--- config.mk ---
export PLATFORM = sky130hd
export DESIGN_NAME = gray_counter
export DESIGN_NICKNAME = d
export VERILOG_FILES = /design/src/rtl/gray_counter.sv
export SDC_FILE = /design/constraint.sdc
export NUM_CORES = 1
export LEC_CHECK = 0
export ABC_CLOCK_PERIOD_IN_PS = 2600
export CAP_MARGIN = 5
export CORE_MARGIN = 3
export CORE_UTILIZATION = 39
export DETAILED_ROUTE_END_ITERATION = 10
export PLACE_DENSITY = 0.7
export SETUP_SLACK_MARGIN = 0.4
export SYNTH_ARGS = -nofsm -noshare
export SYNTH_HDL_FRONTEND = slang
export SYNTH_SLANG_ARGS = --single-unit
--- constraint.sdc ---
create_clock -name clk_i -period 2.6 [get_ports clk_i]
set_input_delay 0.52 -clock clk_i [delete_from_list [all_inputs] [get_ports clk_i]]
set_output_delay 0.52 -clock clk_i [all_outputs]
set_load 0.02 [all_outputs]
--- src/rtl/gray_counter.sv ---
// gray_counter: up/down/load binary+Gray counter with wrap pulse and a two-stage
// pipelined binary<->Gray converter sharing the same conversion functions.
module gray_counter #(
  parameter int WIDTH = 4
) (
  input  logic             clk_i,
  input  logic             rst_i,
  input  logic             enable_i,
  input  logic             up_i,
  input  logic             load_i,
  input  logic [WIDTH-1:0] din_i,
  output logic [WIDTH-1:0] bin_o,
  output logic [WIDTH-1:0] gray_o,
  output logic             wrap_o,
  input  logic             conv_valid_i,
  input  logic             conv_mode_i,
  input  logic [WIDTH-1:0] conv_in_i,
  output logic             conv_valid_o,
  output logic [WIDTH-1:0] conv_out_o
);
  function automatic logic [WIDTH-1:0] bin2gray(input logic [WIDTH-1:0] b);
    return b ^ (b >> 1);
  endfunction
  function automatic logic [WIDTH-1:0] gray2bin(input logic [WIDTH-1:0] g);
    logic [WIDTH-1:0] b;
    b[WIDTH-1] = g[WIDTH-1];
    for (int i = WIDTH - 2; i >= 0; i--) b[i] = b[i+1] ^ g[i];
    return b;
  endfunction
  logic [WIDTH-1:0] bin_q, bin_d, gray_q;
  logic             wrap_q, wrap_d;
  logic             s1_valid_q, s1_mode_q;
  logic [WIDTH-1:0] s1_data_q;
  logic             conv_valid_q;
  logic [WIDTH-1:0] conv_out_q, conv_out_d;
  // load wins over stepping, so a load never raises wrap
  always_comb begin
    bin_d      = load_i ? din_i : enable_i ? (up_i ? bin_q + WIDTH'(1) : bin_q - WIDTH'(1)) : bin_q;
    wrap_d     = !load_i && enable_i && (up_i ? &bin_q : ~|bin_q);
    conv_out_d = s1_valid_q ? (s1_mode_q ? gray2bin(s1_data_q) : bin2gray(s1_data_q)) : conv_out_q;
  end
  always_ff @(posedge clk_i or posedge rst_i) begin
    if (rst_i) begin
      bin_q        <= '0;
      gray_q       <= '0;
      wrap_q       <= 1'b0;
      s1_valid_q   <= 1'b0;
      s1_mode_q    <= 1'b0;
      s1_data_q    <= '0;
      conv_valid_q <= 1'b0;
      conv_out_q   <= '0;
    end else begin
      bin_q        <= bin_d;
      gray_q       <= bin2gray(bin_d);
      wrap_q       <= wrap_d;
      s1_valid_q   <= conv_valid_i;
      s1_mode_q    <= conv_valid_i ? conv_mode_i : s1_mode_q;
      s1_data_q    <= conv_valid_i ? conv_in_i : s1_data_q;
      conv_valid_q <= s1_valid_q;
      conv_out_q   <= conv_out_d;
    end
  end
  assign bin_o        = bin_q;
  assign gray_o       = gray_q;
  assign wrap_o       = wrap_q;
  assign conv_valid_o = conv_valid_q;
  assign conv_out_o   = conv_out_q;
endmodule

* Word-level counts from Yosys, hierarchy flattened
Cells that the tools add are included.
** Word-level totals
- Bits in read-only memories :: 0
- Latch bits :: 0
- Input port bits :: 15
- Bits in registers :: 20
- RAM bits :: 0
- Memories kept :: 0
** Operators by class
- Multiply operators :: 0
- $lt $le $gt $ge :: 0
- Reduce and logical (&&, ||, !) cells :: 6
- Shift-type cells :: 0
- $add $sub $neg :: 2
- Muxes and demuxes :: 5
- Divide/modulo/power cells :: 0
- Bitwise operators :: 5
- Eq/ne operators :: 0
** Operator list (number)
- $mux W4 :: 4
- $xor A4 B3 Y4 :: 2
- $add A4 B1 Y4 const B :: 1
- $reduce_and A4 Y1 :: 1
- $reduce_or A4 Y1 :: 1
- $sub A4 B1 Y4 const B :: 1
- $xor A1 B1 Y1 :: 3
- $logic_and A1 B1 Y1 :: 2
- $logic_not A1 Y1 :: 2
- $mux W1 :: 1

* Depth between registers and ports, before layout
Gate-level depths: netlist of run 1.
- Word-level depth :: 5
- Mapped depth :: 6
- Mapped depth without buffers :: 6

* Worst setup path before layout of run 1
No wires, ideal clock.
- Kind :: input to register
- Start point :: input port up_i
- End point :: register gray_q[2] (netlist: gray_o[2])
- Setup slack :: 0.789 ns
- Required time :: 2.468 ns
- Buffers on the path :: 0
- Stages on the path :: 6
- Arrival time :: 1.679 ns
- Path through :: inv_1 ha_1 a21oi_1 a211oi_1 or3_4 xor2_1
** Between the ends
- Cells in the longest elaborated chain, start to end :: 4
** Ends and longest elaborated chain
- from (decl) :: line 9 : input logic up_i,
- $mux W4 (3 in a row) :: line 38 : bin_d = load_i ? din_i : enable_i ? (up_i ? bin_q + WIDTH'(1) : bin_q - WIDTH'(1)) : bin_q;
- via bin_d[3] :: line 30 : logic [WIDTH-1:0] bin_q, bin_d, gray_q;
- $xor A4 B3 Y4 :: line 22 : return b ^ (b >> 1);
- to (signal assigned) :: line 54 : gray_q <= bin2gray(bin_d);
- to (decl) :: line 30
The timed path passes the listed nets, and every way through them passes these cells.
A chain may end at the register's enable or synchronous reset.

* Final worst setup path of run 1
Same ends and word-level chain as after synthesis.

==> flow_summary.json, run 1 <==
{
  "cts_root_buf": "clkbuf_4",
  "clkTransAtPathRegs_ps": 90,
  "p_leak_nw": 0.522,
  "hold_viol_final": 0,
  "cts_hold_buf": 0,
  "clkPwrFrac_pct": 16.5,
  "yosys-top-cells-area": "dfrtp_1, mux2_2, xnor2_1, xor2_1, ha_1",
  "power.density_mw_per_mm2": 678,
  "ff_latch_area_um2": 475,
  "fp.coreArea_mm2": 0.00206,
  "path_buf_inv": 2,
  "final_common_cell": "clkdlybuf4s50_1",
  "layout_min_cycle_time_ps": 2150,
  "syn-num-nets": 88,
  "synth_ff_type": "dfrtp_1",
  "num_rows": 16,
  "dr_total_vias": 598,
  "synth_seq_area_share_pct": 53.7,
  "reg2reg_slack_ps": 890,
  "antenna_cells": 0,
  "nNetsFinal": 119,
  "ir_worst_vdd_v": 0.000387,
  "drt_pre_antenna_iters": 2,
  "fp.dieH_um": 53.6,
  "final_max_slew_viol_count": 0,
  "min_period_over_period_pct": 82.8,
  "power_mw": 0.825,
  "dpl.cell_count": 123,
  "slew_headroom_pct": 54.6,
  "crit_required_ps": 2770,
  "criticalPathCategory": "primary input to flip-flop",
  "max-cap-violations": 0,
  "max_freq_mhz": 465,
  "synthArstFlopShare_pct": 100,
  "cp_slowest_stage_delay_ps": 520,
  "fin_tns_setup_ps": 0,
  "drive_gt1_share_pct": 15.0,
  "end_kind": "flip-flop",
  "pre_cts_ws_ps": 140,
  "wl_per_cell_um": 12.8,
  "fill_cells": 171,
  "via_per_inst": 4.71,
  "dr.first_iter.drc_count": 6,
  "grt_max_degree": 20,
  "gp_routability_congestion": 0.754,
  "synth_edf_count": 0,
  "insertion_delay_ps": 280,
  "synth_top_area_share_pct": 53.7,
  "post-cts-setup-buffers": 0,
  "area_growth_syn_to_layout_pct": 37.6,
  "path_delay_family": "buffers and inverters",
  "finalClockSkew_ps": 1.30,
  "rsz0062_at_grt": "no",
  "multiInputGateArea_um2": 390,
  "seqPwrFrac_pct": 46.8,
  "fp.dieArea_mm2": 0.00288,
  "ios": 29,
  "startpoint_type": "primary input",
  "dp_hpwl_um": 1270,
  "setup_violations": 0,
  "grt-ovfl-total": 0,
  "yosysUniqueCellTypes": 23,
  "finalNonFillerCells": 127,
  "swShare_pct": 31.0,
  "grt_pass1_vias": 600,
  "syn-cell-area_um2": 885,
  "port_buffers": 28,
  "cp.arrival_ps": 2320,
  "grt_pass1_wl_um": 2650,
  "synth-seq-cells": 19,
  "tightestPinTransition_ps": 680,
  "synth_top_cell_by_area": "dfrtp_1",
  "p_int_mw": 0.570,
  "cts_tree": "yes",
  "cts_buffers": 3,
  "antenna_found_initial": 0,
  "synth_area_per_cell_um2": 12.6,
  "hp-class": "flip-flop to flip-flop",
  "yosys_warnings": 0,
  "drc": 0,
  "initial_utilization_pct": 42.9,
  "htreeDepth": 1,
  "switchingPower_mw": 0.256,
  "outcome": "completed",
  "worstPathMaxFanout": 4,
  "final_util_pct": 59.0,
  "slowest_stage": "clkdlybuf4s50_1",
  "crit_chain": "clkdlybuf4s50_1 > inv_1 > ha_1 > a21oi_1 > a211oi_1 > or3_4 > xor2_1",
  "finalWorstSetupSlack_ps": 448,
  "combinationalPowerShare_pct": 36.7,
  "cts_max_path_buffers": 2,
  "clock_sinks": 19,
  "routed_wl_um": 1630,
  "final_cell_mix": "clkdlybuf4s50_1, dfrtp_1, mux2_2",
  "fp.dieW_um": 53.6,
  "netlist_instances": 70,
  "grtUsageTotal_pct": 13.0,
  "ant_nets": 0
}
-- Yosys cell counts, drive strengths merged (2+ instances only) --
| cell | instances |
|---|---|
| nand2 | 4 |
| o21ai | 2 |
| a21oi | 2 |
| nor2 | 4 |
| mux2i | 2 |
| ha | 2 |
| xnor2 | 6 |
| buf | 2 |
| inv | 3 |
| mux2 | 9 |
| dfrtp | 19 |
| xor2 | 5 |
-- power by group through the flow --
| stage | combinational (mW) | sequential [mW] | clock, mW |
|---|---|---|---|
| 6_report | 0.303 | 0.386 | 0.136 |
| 4_1_cts | 0.304 | 0.387 | 0.143 |
| 3_3_place_gp | 0.299 | 0.391 | 0 |
| 2_1_floorplan | 0.116 | 0.440 | 0 |
| 5_1_grt | 0.329 | 0.393 | 0.161 |
| 3_5_place_dp | 0.303 | 0.392 | 0 |
-- final cells by class --
type | instances | area share (%)
flip-flops and latches | 19 | 39.1
multi-input cells | 46 | 32.1
repair buffers | 28 | 23.0
well taps | 27 | 2.77
clock buffers | 4 | 2.16
inverters | 3 | 0.925
-- state kept, by name (all words and copies together), names as in the netlist --
register / count
bin_o: 4
s1_mode_q: 1
wrap_o: 1
conv_valid_o: 1
s1_valid_q: 1
conv_out_o: 4
s1_data_q: 4
gray_o: 3
-- routing by layer --
metal	part of all wire, %	track usage, %	vias to the layer above
met1	47	16.9	274
li1	-	-	303
met3	6.3	4.43	2
met2	45	19.8	19
met4	1.5	5.11	0
met5	0	0	-
-- final timing paths --
| kind | start | end | cells after the start |
|---|---|---|---|
| max in group asynchronous | rst_i | s1_data_q[0] | 2 |
| max reg2reg | bin_o[2] | gray_o[2] | 5 |
| min | s1_valid_q | conv_valid_o | 0 |
| min reg2reg | s1_valid_q | conv_valid_o | 0 |
| max | up_i | gray_o[2] | 7 |
| min in group asynchronous | rst_i | s1_valid_q | 2 |
-- kinds of logic after synthesis --
logic type	after synthesis	synth area share (%)
buffers and inverters	5	2.97
DFF	19	53.7
xor gates and xnor gates	11	10.9
and+or+nand+nor	14	8.77
adders and majority gates	3	5.09
AOI/OAI and AO/OA	7	4.81
muxes	11	13.7
-- through the flow --
step / hold WS, ps / instance area [µm²]
after global routing: 536 / 1220
after detailed placement: 479 / 1180
after floorplan: 442 / 885
after global placement: 487 / 1180
final: 498 / 1220
after CTS: 503 / 1210
-- repair_timing --
action                     in CTS  in global routing
hold endpoints to repair        0                  0
setup endpoints to repair       0                  2
resized for setup               0                  2
No activity file was read; power rests on OpenSTA's default activity.
==> run 2, diff against run 1 <==
- ABC_CLOCK_PERIOD_IN_PS: 2600 -> 1960
- PLACE_DENSITY: 0.7 -> 0.72
- clock period: 2.6 -> 1.96 ns (I/O delays scaled with it)
==> run 2 against run 1 <==
Non-clock buffer count grew 9. Critical endpoint unchanged. First-iteration DRC count up 17%. Register-to-register slack got worse by 560 ps.
==> flow_summary.json, run 2 (synthesis results as in run 1) <==
{
  "outcome": "completed",
  "cp_slowest_stage_delay_ps": 340,
  "crit_required_ps": 2130,
  "drc": 0,
  "fp.dieArea_mm2": 0.00288,
  "criticalPathCategory": "primary input to flip-flop",
  "drive_gt1_share_pct": 29.4,
  "ir_worst_vdd_v": 0.000515,
  "fp.dieH_um": 53.6,
  "insertion_delay_ps": 290,
  "swShare_pct": 32.8,
  "min_period_over_period_pct": 83.7,
  "antenna_cells": 0,
  "dr_total_vias": 650,
  "initial_utilization_pct": 42.9,
  "grt_pass1_wl_um": 2820,
  "cts_buffers": 3,
  "p_leak_nw": 0.586,
  "seqPwrFrac_pct": 45.7,
  "tightestPinTransition_ps": 285,
  "dp_hpwl_um": 1380,
  "path_buf_inv": 2,
  "cp.arrival_ps": 1810,
  "combinationalPowerShare_pct": 37.1,
  "dpl.cell_count": 128,
  "ant_nets": 0,
  "dr.first_iter.drc_count": 7,
  "reg2reg_depth": 5,
  "multiInputGateArea_um2": 419,
  "switchingPower_mw": 0.367,
  "ios": 29,
  "max-cap-violations": 0,
  "end_kind": "flip-flop",
  "startpoint_type": "primary input",
  "via_per_inst": 4.78,
  "grtUsageTotal_pct": 14.0,
  "layout_min_cycle_time_ps": 1640,
  "port_buffers": 28,
  "worstPathMaxFanout": 3,
  "crit_chain": "clkdlybuf4s15_2 > clkinvlp_4 > ha_4 > nand3_2 > and4b_1 > or3_4 > xor2_1",
  "antenna_found_initial": 0,
  "setup_violations": 0,
  "power.density_mw_per_mm2": 857,
  "grt-ovfl-total": 0,
  "cts_tree": "yes",
  "crit_cells": 7,
  "area_growth_syn_to_layout_pct": 47.5,
  "clock_sinks": 19,
  "fin_tns_setup_ps": 0,
  "slowest_stage": "or3_4",
  "final_common_cell": "dfrtp_1",
  "final_cell_mix": "dfrtp_1, dlygate4sd2_1, clkdlybuf4s50_1",
  "ff_latch_area_um2": 479,
  "num_rows": 16,
  "drt_pre_antenna_iters": 3,
  "htreeDepth": 1,
  "path_delay_family": "simple AND/OR/NAND/NOR gates",
  "finalNonFillerCells": 136,
  "p_int_mw": 0.751,
  "nNetsFinal": 128,
  "gp_routability_congestion": 0.731,
  "clkTransAtPathRegs_ps": 110,
  "rsz0062_at_grt": "yes",
  "slew_headroom_pct": 80.9,
  "max_freq_mhz": 610,
  "routed_wl_um": 1770,
  "hold_viol_final": 0,
  "hp-class": "primary input to asynchronous set/reset pin",
  "grt_max_degree": 20,
  "fill_cells": 170,
  "finalClockSkew_ps": 5.14,
  "cts_max_path_buffers": 2,
  "clkPwrFrac_pct": 17.1,
  "grt_pass1_vias": 627,
  "fp.coreArea_mm2": 0.00206,
  "cts_root_buf": "clkbuf_4",
  "final_util_pct": 63.3,
  "final_max_slew_viol_count": 0,
  "wl_per_cell_um": 13.0,
  "fp.dieW_um": 53.6,
  "cts_hold_buf": 0
}
-- run 2: changes by cell type in the layout (fill, tap and decap cells not counted), moves of 3 or more --
cell | before | now
buf_4 | 0 | 9
dfrtp_1 | 19 | 16
dfrtp_2 | 0 | 3
clkdlybuf4s50_1 | 28 | 13
dlygate4sd2_1 | 0 | 14
-- run 2: cell type report --
type	count	share of cell area, %
sequential	19	36.7
multi-input combinational	46	32.1
timing repair buffer	37	25.4
tap	27	2.59
clock buffer	4	2.01
inverter	3	1.15
-- run 2: metrics by stage --
step	hold slack, ps	total power [mW]	setup slack, ps	instance area (µm²)
2_1_floorplan	343	0.753	349	917
3_3_place_gp	481	0.943	-270	1250
3_5_place_dp	497	0.957	-343	1250
4_1_cts	418	1.10	317	1270
5_1_grt	414	1.19	282	1310
6_report	409	1.12	320	1310
-- run 2: worst paths after layout --
check                               from            end  slack, ps
setup / recovery                    up_i      gray_o[2]        320
max in group asynchronous          rst_i       bin_o[2]       1340
setup reg to reg                bin_o[2]      gray_o[2]        330
hold reg to reg            conv_out_o[2]  conv_out_o[2]        510
hold / removal                     rst_i  conv_out_o[3]        410
min in group clk_i         conv_out_o[2]  conv_out_o[2]        510
-- run 2: timing repair --
item / in CTS / in global routing
buffers inserted: 0 / 4
gates cloned: 0 / 0
setup endpoints to repair: 20 / 6
pin swaps: 0 / 2
resized for setup: 18 / 1
-- run 2: tightest hold or removal path, cell delays in order --
cell and delay (ps):
clkdlybuf4s50_1 400, inv_1 50, buf_4 240
-- run 2: metal layers --
metal	GRT usage (%)	up-vias	share of wire (%)
met5	0	-	0
met4	5.11	0	1.1
met3	3.88	2	5.4
met2	23.3	17	48
met1	17.2	312	45
li1	-	319	-
-- run 2: power groups by stage --
| stage | combinational (mW) | sequential (mW) | clock [mW] |
|---|---|---|---|
| after floorplan | 0.165 | 0.588 | 0 |
| after global placement | 0.420 | 0.523 | 0 |
| after detailed placement | 0.430 | 0.526 | 0 |
| after CTS | 0.393 | 0.516 | 0.194 |
| after global routing | 0.450 | 0.521 | 0.223 |
| final | 0.415 | 0.511 | 0.192 |
